[config.mk]
export PLATFORM = sky130hd
export DESIGN_NAME = mem_port_arbiter
export DESIGN_NICKNAME = d
export VERILOG_FILES = /design/src/rtl/mem_port_arbiter.sv
export SDC_FILE = /design/constraint.sdc
export NUM_CORES = 1
export LEC_CHECK = 0
export CAP_MARGIN = 20
export CORE_AREA = 2 2 105 107
export CTS_CLUSTER_DIAMETER = 30
export DETAILED_ROUTE_END_ITERATION = 16
export DIE_AREA = 0 0 107 109
export GPL_ROUTABILITY_DRIVEN = 1
export PLACE_DENSITY = 0.62
export SLEW_MARGIN = 20
export SYNTH_ARGS = -nofsm -noshare
export SYNTH_HDL_FRONTEND = slang
export SYNTH_SLANG_ARGS = --single-unit
[constraint.sdc]
create_clock -name CLK -period 1.7 [get_ports CLK]
set_clock_uncertainty 0.15 [all_clocks]
set_input_delay 0.17 -clock CLK [delete_from_list [all_inputs] [get_ports CLK]]
set_output_delay 0.17 -clock CLK [all_outputs]
set_load 0.01 [all_outputs]
[src/rtl/mem_port_arbiter.sv]
// Single-port memory arbiter between fetch (IF) and data (D) requesters, D has priority.
// Optional IF starvation guard enabled by defining ARB_STARVE_GUARD_EN.
module mem_port_arbiter #(
  parameter int unsigned MEM_LAT    = 2,
  parameter int unsigned STARVE_MAX = 4
) (
  input  logic        CLK,
  input  logic        RST,
  input  logic        IF_REQ,
  input  logic [31:0] IF_ADDR,
  output logic [31:0] IF_RDATA,
  output logic        IF_VALID,
  output logic        IF_STALL,
  input  logic        D_REQ,
  input  logic        D_WE,
  input  logic [31:0] D_ADDR,
  input  logic [31:0] D_WDATA,
  input  logic [2:0]  D_TYPE,
  output logic [31:0] D_RDATA,
  output logic        D_VALID,
  output logic        D_STALL,
  output logic        M_REQ,
  output logic        M_WE,
  output logic [31:0] M_ADDR,
  output logic [31:0] M_WDATA,
  output logic [2:0]  M_TYPE,
  input  logic [31:0] M_RDATA
);

  typedef enum logic {IDLE, BUSY} state_t;

  localparam logic       OWN_D  = 1'b0;
  localparam logic       OWN_IF = 1'b1;
  localparam logic [3:0] LAT4   = 4'(MEM_LAT);

  if (MEM_LAT < 1 || MEM_LAT > 15 || STARVE_MAX > 15) begin : g_bad_param
    $error("mem_port_arbiter: MEM_LAT must be 1..15 and STARVE_MAX 0..15");
  end

  state_t     state_q, state_d;
  logic       owner_q, owner_d;
  logic [3:0] cnt_q, cnt_d;
  logic       gnt_fetch, gnt_data, done, force_if;

`ifdef ARB_STARVE_GUARD_EN
  logic [3:0] starve_q, starve_d;

  assign force_if = IF_REQ && (starve_q == 4'(STARVE_MAX));

  always_comb begin
    starve_d = starve_q;
    if (!IF_REQ || gnt_fetch) starve_d = 4'd0;
    else if (gnt_data)        starve_d = starve_q + 4'd1;
  end

  always_ff @(posedge CLK) begin
    if (RST) starve_q <= 4'd0;
    else     starve_q <= starve_d;
  end
`else
  assign force_if = 1'b0;
`endif

  // Grants and completions are masked during reset so the memory never sees a
  // strobe and no stale access completes.
  assign gnt_fetch = !RST && (state_q == IDLE) && IF_REQ && (!D_REQ || force_if);
  assign gnt_data  = !RST && (state_q == IDLE) && D_REQ && !gnt_fetch;
  assign done      = !RST && (state_q == BUSY) && (cnt_q == 4'd1);

  assign IF_VALID = done && (owner_q == OWN_IF);
  assign D_VALID  = done && (owner_q == OWN_D);
  assign IF_RDATA = IF_VALID ? M_RDATA : 32'd0;
  assign D_RDATA  = (D_VALID && !D_WE) ? M_RDATA : 32'd0;
  assign IF_STALL = IF_REQ && !IF_VALID;
  assign D_STALL  = D_REQ && !D_VALID;

  always_comb begin
    M_REQ   = 1'b0;
    M_WE    = 1'b0;
    M_ADDR  = 32'd0;
    M_WDATA = 32'd0;
    M_TYPE  = 3'd0;
    if (gnt_data) begin
      M_REQ   = 1'b1;
      M_WE    = D_WE;
      M_ADDR  = D_ADDR;
      M_WDATA = D_WDATA;
      M_TYPE  = D_TYPE;
    end else if (gnt_fetch) begin
      M_REQ   = 1'b1;
      M_ADDR  = IF_ADDR;
      M_TYPE  = 3'b010;
    end
  end

  always_comb begin
    state_d = state_q;
    owner_d = owner_q;
    cnt_d   = cnt_q;
    if (gnt_fetch || gnt_data) begin
      state_d = BUSY;
      owner_d = gnt_fetch ? OWN_IF : OWN_D;
      cnt_d   = LAT4;
    end else if (state_q == BUSY) begin
      cnt_d = cnt_q - 4'd1;
      if (cnt_q == 4'd1) state_d = IDLE;
    end
  end

  always_ff @(posedge CLK) begin
    if (RST) begin
      state_q <= IDLE;
      owner_q <= OWN_D;
      cnt_q   <= 4'd0;
    end else begin
      state_q <= state_d;
      owner_q <= owner_d;
      cnt_q   <= cnt_d;
    end
  end

endmodule

==> results of run 1 <==
==> final timing paths <==
kind                                            start               endpoint  slack, ns  depth (start not counted)
worst max-delay path            cnt_q[1]$_SDFFE_PP0P_           IF_RDATA[22]      -0.46                         11
worst min register to register  cnt_q[3]$_SDFFE_PP0P_  cnt_q[3]$_SDFFE_PP0P_       0.46                          3
worst max register to register     state_q$_SDFF_PP0_   owner_q$_SDFFE_PP0P_       0.15                          7
worst min-delay path                              RST  cnt_q[1]$_SDFFE_PP0P_       0.28                          3
==> flip-flops by register name, indices dropped and copies added (netlist names) <==
signal	flops
state_q	1
cnt_q	4
owner_q	1
==> repair_timing <==
item | CTS | global route
endpoints found under the setup margin | 137 | 136
buffers inserted | 36 | 18
pin swaps | 28 | 68
cloned | 12 | 6
resized for setup | 592 | 177
==> power groups by stage <==
| stage | Sequential (mW) | Clock, mW | Combinational, mW |
|---|---|---|---|
| 2_1_floorplan | 0.168 | 0 | 0.186 |
| 6_report | 0.165 | 0.220 | 0.927 |
| 4_1_cts | 0.164 | 0.224 | 0.876 |
| 3_3_place_gp | 0.162 | 0 | 0.733 |
| 5_1_grt | 0.166 | 0.235 | 0.980 |
| 3_5_place_dp | 0.163 | 0 | 0.737 |
==> kinds of logic (layout without fill, tap and decap cells) <==
logic type | count (synthesis) | count (layout) | share of synthesized area (%)
AND/OR/NAND/NOR | 119 | 119 | 56.84
multiplexers | 2 | 2 | 1.460
XOR/XNOR | 1 | 1 | 0.6388
flip-flops | 6 | 6 | 8.759
AO/OA/AOI/OAI | 38 | 38 | 23.36
buffers and inverters | 21 | 354 | 7.117
adder cells (fa/ha/maj) | 2 | 2 | 1.825
==> through the flow <==
step           utilization (%)  area (um^2)  hold WS [ns]  TNS [ns]  power (mW)
4_1_cts                  45.75         4851        0.2830    -43.43       1.264
3_5_place_dp             41.44         4394        0.4442    -78.29      0.8997
5_1_grt                  50.11         5313        0.2908    -51.00       1.381
6_report                 50.11         5313        0.2812    -40.62       1.311
2_1_floorplan                -         1371        0.1990         0      0.3536
3_3_place_gp             41.44         4394        0.4410    -78.59      0.8954
==> per-layer routing <==
metal	track usage [%]	vias to the layer above
met1	20.58	1267
met5	0	-
li1	-	1318
met3	4.662	15
met2	29.39	134
met4	2.876	0
==> cells in the mapped netlist, types with 2 or more instances <==
cell	count
and2_1	99
a22o_1	32
buf_2	7
dfxtp_1	6
clkbuf_1	5
clkbuf_2	5
nor3_1	5
inv_1	3
nor2_1	3
a21oi_1	2
ha_1	2
mux2i_1	2
nand3b_1	2
nor2b_1	2
==> critical path: stages (launching register included) <==
cell	delay, ns
dfxtp_2	0.31
inv_2	0.08
ha_4	0.14
nand4bb_4	0.13
buf_6	0.15
nor2_4	0.12
buf_6	0.12
buf_12	0.11
buf_16	0.12
buf_6	0.09
and2_4	0.13
buf_6	0.09
==> area by class of cell <==
type / count / area (um^2)
clock buffers: 3 / 41.29
fillers: 996 / 5290
inverters: 3 / 11.26
multi-input cells: 162 / 1399
flip-flops and latches: 6 / 126.4
well taps: 140 / 175.2
repair buffers: 348 / 3560
==> summary.txt, run 1 <==
Logic synthesis
  – Syn Inst Count: 189
  – Post-synth EDFFs: 0
  – Syn nets: 327
  – Register area share after synthesis: 8.759%
  – Synthesized area per cell: 7.256 um^2
  – Largest cells by area after synthesis: and2_1, a22o_1, dfxtp_1, buf_2, clkbuf_2
  – Post-synthesis async set-or-reset flop share: 0%
  – Synth Flop Type: dfxtp_1
  – Post-synth cell types: 28
  – Post-synth top area share: 45.16%
  – #FFs+latches synth: 6
  – Post-synth top area cell: and2_1
  – Synthesis Warnings: 0
  – Post-Synthesis Cell Area: 0.001371 mm^2

Detailed routing
  – Drt wl/cell: 17.71 um
  – First-pass DRT Iterations: 4
  – Drc violations: 0
  – M1 WL: 4751 um
  – Max layer used: met4
  – Final wirelength: 11720 um
  – Via-to-Cell Ratio: 4.130
  – Via count: 2734
  – Met3 wire length: 868 um
  – Met2 routed WL: 5948 um
  – Routed Antenna Nets: 0
  – Initial DRC Count: 110

Final layout
  – # diodes: 0
  – Nets: 662
  – Commonest non-fill, non-tap cell in the layout: clkdlybuf4s50_1
  – Finished Layout Cells: 662
  – Commonest non-fill, non-tap cells in the layout: clkdlybuf4s50_1, buf_6, and2_4, buf_2, a22o_1
  – Layout cells sized above 1: 57.28%
  – Syn-to-layout area delta: 287.4%

Clock tree
  – H-tree depth: 1
  – Root buffer cell: clkbuf_8
  – Clock transition at path regs: 0.04 ns
  – TritonCTS Sinks: 6
  – CTS tree: yes
  – Number of CTS-inserted buffers: 3
  – Hold buffer count at CTS: 0
  – Worst-Skew Late Latency: 0.23 ns
  – Clock Tree Buf Depth: 2

Power
  – Clk network pwr share: 16.8%
  – Leak: 2.540 nW
  – VDD IR max: 0.1699 mV
  – Sequential Power Share: 12.6%
  – Comb power frac: 70.7%
  – Switching share of power: 29.00%
  – Internal: 931.1 uW
  – Sw Pwr: 380.3 uW
  – Power per cell area: 246.8 mW/mm^2

Setup path
  – Req. time, crit path: 1.38 ns
  – Crit path max fanout: 8
  – Setup crit start kind: flop
  – Critical Path AT: 1.84 ns
  – CP Capture Type: output port
  – Setup CP Type: flop to output port

Floorplanning
  – DIE HEIGHT: 109 um
  – Chip width: 107 um
  – CORE AREA: 0.01060 mm^2
  – IO Pins: 273
  – Initial Util: 12.93%
  – Floorplan row count: 38
  – Full die area: 0.01166 mm^2

Global route
  – Vias in the first global route: 2645
  – Largest net degree at the start of global routing: 33
  – Antenna violations before repair: 0
  – GRT Util Overall: 16.69%
  – Global-route wire length before repair: 15170 um
  – Congestion Overflow GR: 0

Job
  – Max-cap viol count: 0

Placement
  – Buffers added on ports: 272
  – Dpl hpwl: 7449 um
  – Placed Cells incl. Taps: 602
  – GP Congestion: 0.8167
  – Place WS: -0.6577 ns

Timing
  – Post-layout min period: 2.160 ns
  – Worst Tran Pin Value: 0.3175 ns
  – Fmax: 463.0 MHz
  – Final hold viol count: 0
  – Relative slew margins: 78.81%
  – Fin crit share: 127.0%
  – Final setup fails: 135
  – Setup WS post-layout: -0.4596 ns
  – Max Slew Vio Count: 0
  – RSZ-0062 raised after global routing: true

Status
  – Outcome: finished, violations left
  – Failing checks: negative setup slack

Min path
  – Hold WC Path Type: primary input to flop
Power figures use the tool's default switching activity.
==> run 2, diff against run 1 <==
--- a/config.mk
+++ b/config.mk
@@ -11,6 +11,7 @@
 export DETAILED_ROUTE_END_ITERATION = 16
 export DIE_AREA = 0 0 107 109
 export GPL_ROUTABILITY_DRIVEN = 1
+export MAX_ROUTING_LAYER = met4
 export PLACE_DENSITY = 0.62
 export SLEW_MARGIN = 20
 export SYNTH_ARGS = -nofsm -noshare
==> summary.txt, run 2 (synthesized netlist as in run 1, its figures left out) <==
Final layout
  – Largest Register: cnt_q
  – Final core utilization: 51.98%
  – Max reg flops: 4
  – Layout cells sized above 1: 59.58%
  – Fill count: 975
  – # diodes: 0
  – Commonest non-fill, non-tap cells in the layout: clkdlybuf4s50_1, buf_6, and2_4, buf_2, a22o_1
  – Largest regs: cnt_q: 4 flops, owner_q: 1 flops, state_q: 1 flops
  – Nets: 667
  – Syn-to-layout area delta: 301.9%
  – Commonest non-fill, non-tap cell in the layout: clkdlybuf4s50_1

Timing
  – Relative slew margins: 79.17%
  – Fmax: 443.2 MHz
  – WHS: 0.2816 ns
  – Max Slew Vio Count: 0
  – Post-layout min period: 2.256 ns
  – Fin crit share: 132.7%
  – RSZ-0062 raised after global routing: true
  – Final setup TNS: -42.96 ns
  – Final setup fails: 135
  – Setup WS post-layout: -0.5563 ns
  – Worst Tran Pin Value: 0.3120 ns
  – Final hold viol count: 0

Global route
  – Congestion Overflow GR: 0
  – GRT Util Overall: 17.18%
  – Global-route wire length before repair: 15150 um
  – Largest net degree at the start of global routing: 33
  – Vias in the first global route: 2655
  – Antenna violations before repair: 0

Setup path
  – Reg2reg start: state_q$_SDFF_PP0_
  – Worst reg2reg setup slack: 0.15 ns
  – Crit path max fanout: 3
  – Critical Path AT: 1.94 ns
  – Req. time, crit path: 1.38 ns
  – CP Capture Type: output port
  – Setup CP Type: flop to output port
  – Reg-to-reg endpoint: owner_q$_SDFFE_PP0P_
  – Setup crit start kind: flop
  – R2R depth: 7

Detailed routing
  – Initial DRC Count: 102
  – Via-to-Cell Ratio: 4.121
  – Drc violations: 0
  – Final wirelength: 11920 um
  – First-pass DRT Iterations: 4
  – Via count: 2749
  – Routed Antenna Nets: 0
  – Drt wl/cell: 17.87 um

Min path
  – Hold WC Path Type: primary input to flop
  – WHS Path Cells: 3
  – Worst Hold Endpoint: cnt_q[1]$_SDFFE_PP0P_
  – Min-delay src: RST

Placement
  – Buffers added on ports: 272
  – GP Congestion: 0.8289
  – Place WS: -0.6577 ns
  – Dpl hpwl: 7449 um

Clock tree
  – H-tree depth: 1
  – CTS tree: yes
  – TritonCTS Sinks: 6
  – Clock transition at path regs: 0.04 ns
  – Worst-Skew Late Latency: 0.23 ns
  – Root buffer cell: clkbuf_8
  – Number of CTS-inserted buffers: 3
  – Clock Tree Buf Depth: 2

Floorplanning
  – Floorplan row count: 38
  – Initial Util: 12.93%
  – IO Pins: 273
  – DIE HEIGHT: 109 um
  – Chip width: 107 um
  – Full die area: 0.01166 mm^2
  – CORE AREA: 0.01060 mm^2

Power
  – Total Power: 1.315 mW
  – Leak: 2.600 nW
  – Power per cell area: 238.5 mW/mm^2
  – VDD IR max: 0.1702 mV

Job
  – Max-cap viol count: 0

Status
  – Outcome: finished, violations left
  – Failing checks: negative setup slack
run 2: layout make-up:
| type | instances | area (um^2) | share of cell area [%] |
|---|---|---|---|
| Sequential cell | 6 | 126.4 | 2.293 |
| Multi-Input combinational cell | 162 | 1426 | 25.88 |
| Clock buffer | 3 | 41.29 | 0.7491 |
| Tap cell | 140 | 175.2 | 3.178 |
| Timing Repair Buffer | 353 | 3731 | 67.70 |
| Inverter | 3 | 11.26 | 0.2043 |
run 2: how the worst max path moves through the flow:
stage	to	depth (start not counted)	slack [ns]	from
3_5_place_dp	M_ADDR[1]	5	-0.66	D_REQ
3_3_place_gp	M_ADDR[1]	6	-0.66	RST
5_1_grt	D_RDATA[6]	10	-0.65	cnt_q[1]$_SDFFE_PP0P_
2_1_floorplan	IF_RDATA[10]	5	0.03	cnt_q[0]$_SDFFE_PP0P_
6_report	D_RDATA[4]	10	-0.56	cnt_q[1]$_SDFFE_PP0P_
4_1_cts	D_RDATA[31]	7	-0.58	cnt_q[1]$_SDFFE_PP0P_
run 2: per-layer routing:
layer / wire, um / track usage (%) / share of wire, % / vias up
met2: 6092 / 29.39 / 51 / 132
met5: 0 / - / 0 / -
met1: 4859 / 21.33 / 41 / 1279
met3: 844 / 3.407 / 7.1 / 11
li1: - / - / - / 1327
met4: 123 / 2.876 / 1.0 / 0
run 2: power breakdown:
| group | internal [mW] | switching, mW |
|---|---|---|
| combinational | 0.625 | 0.304 |
| sequential | 0.154 | 0.0106 |
| clock | 0.153 | 0.0677 |
| total | 0.932 | 0.383 |
run 2: through the flow:
step / cell area, um^2 / instances
finish: 5512 / 667
global route: 5512 / 667
CTS: 4851 / 652
detailed placement: 4394 / 602
global placement: 4394 / 602
floorplan: 1371 / 189
run 2: critical path, stage by stage, from the launching register on:
cell and delay [ns]:
dfxtp_2 0.31, inv_2 0.08, ha_4 0.14, nand4bb_4 0.13, nor4_4 0.34, clkbuf_16 0.19
buf_8 0.10, buf_6 0.09, buf_6 0.09, and2_4 0.13, buf_6 0.09
run 2: timing repair:
item / in CTS / in global routing
hold buffers: 0 / 0
setup endpoints to repair: 137 / 136
gates cloned: 12 / 6
resized for setup: 592 / 203
pin swaps: 28 / 71
setup buffers: 36 / 23
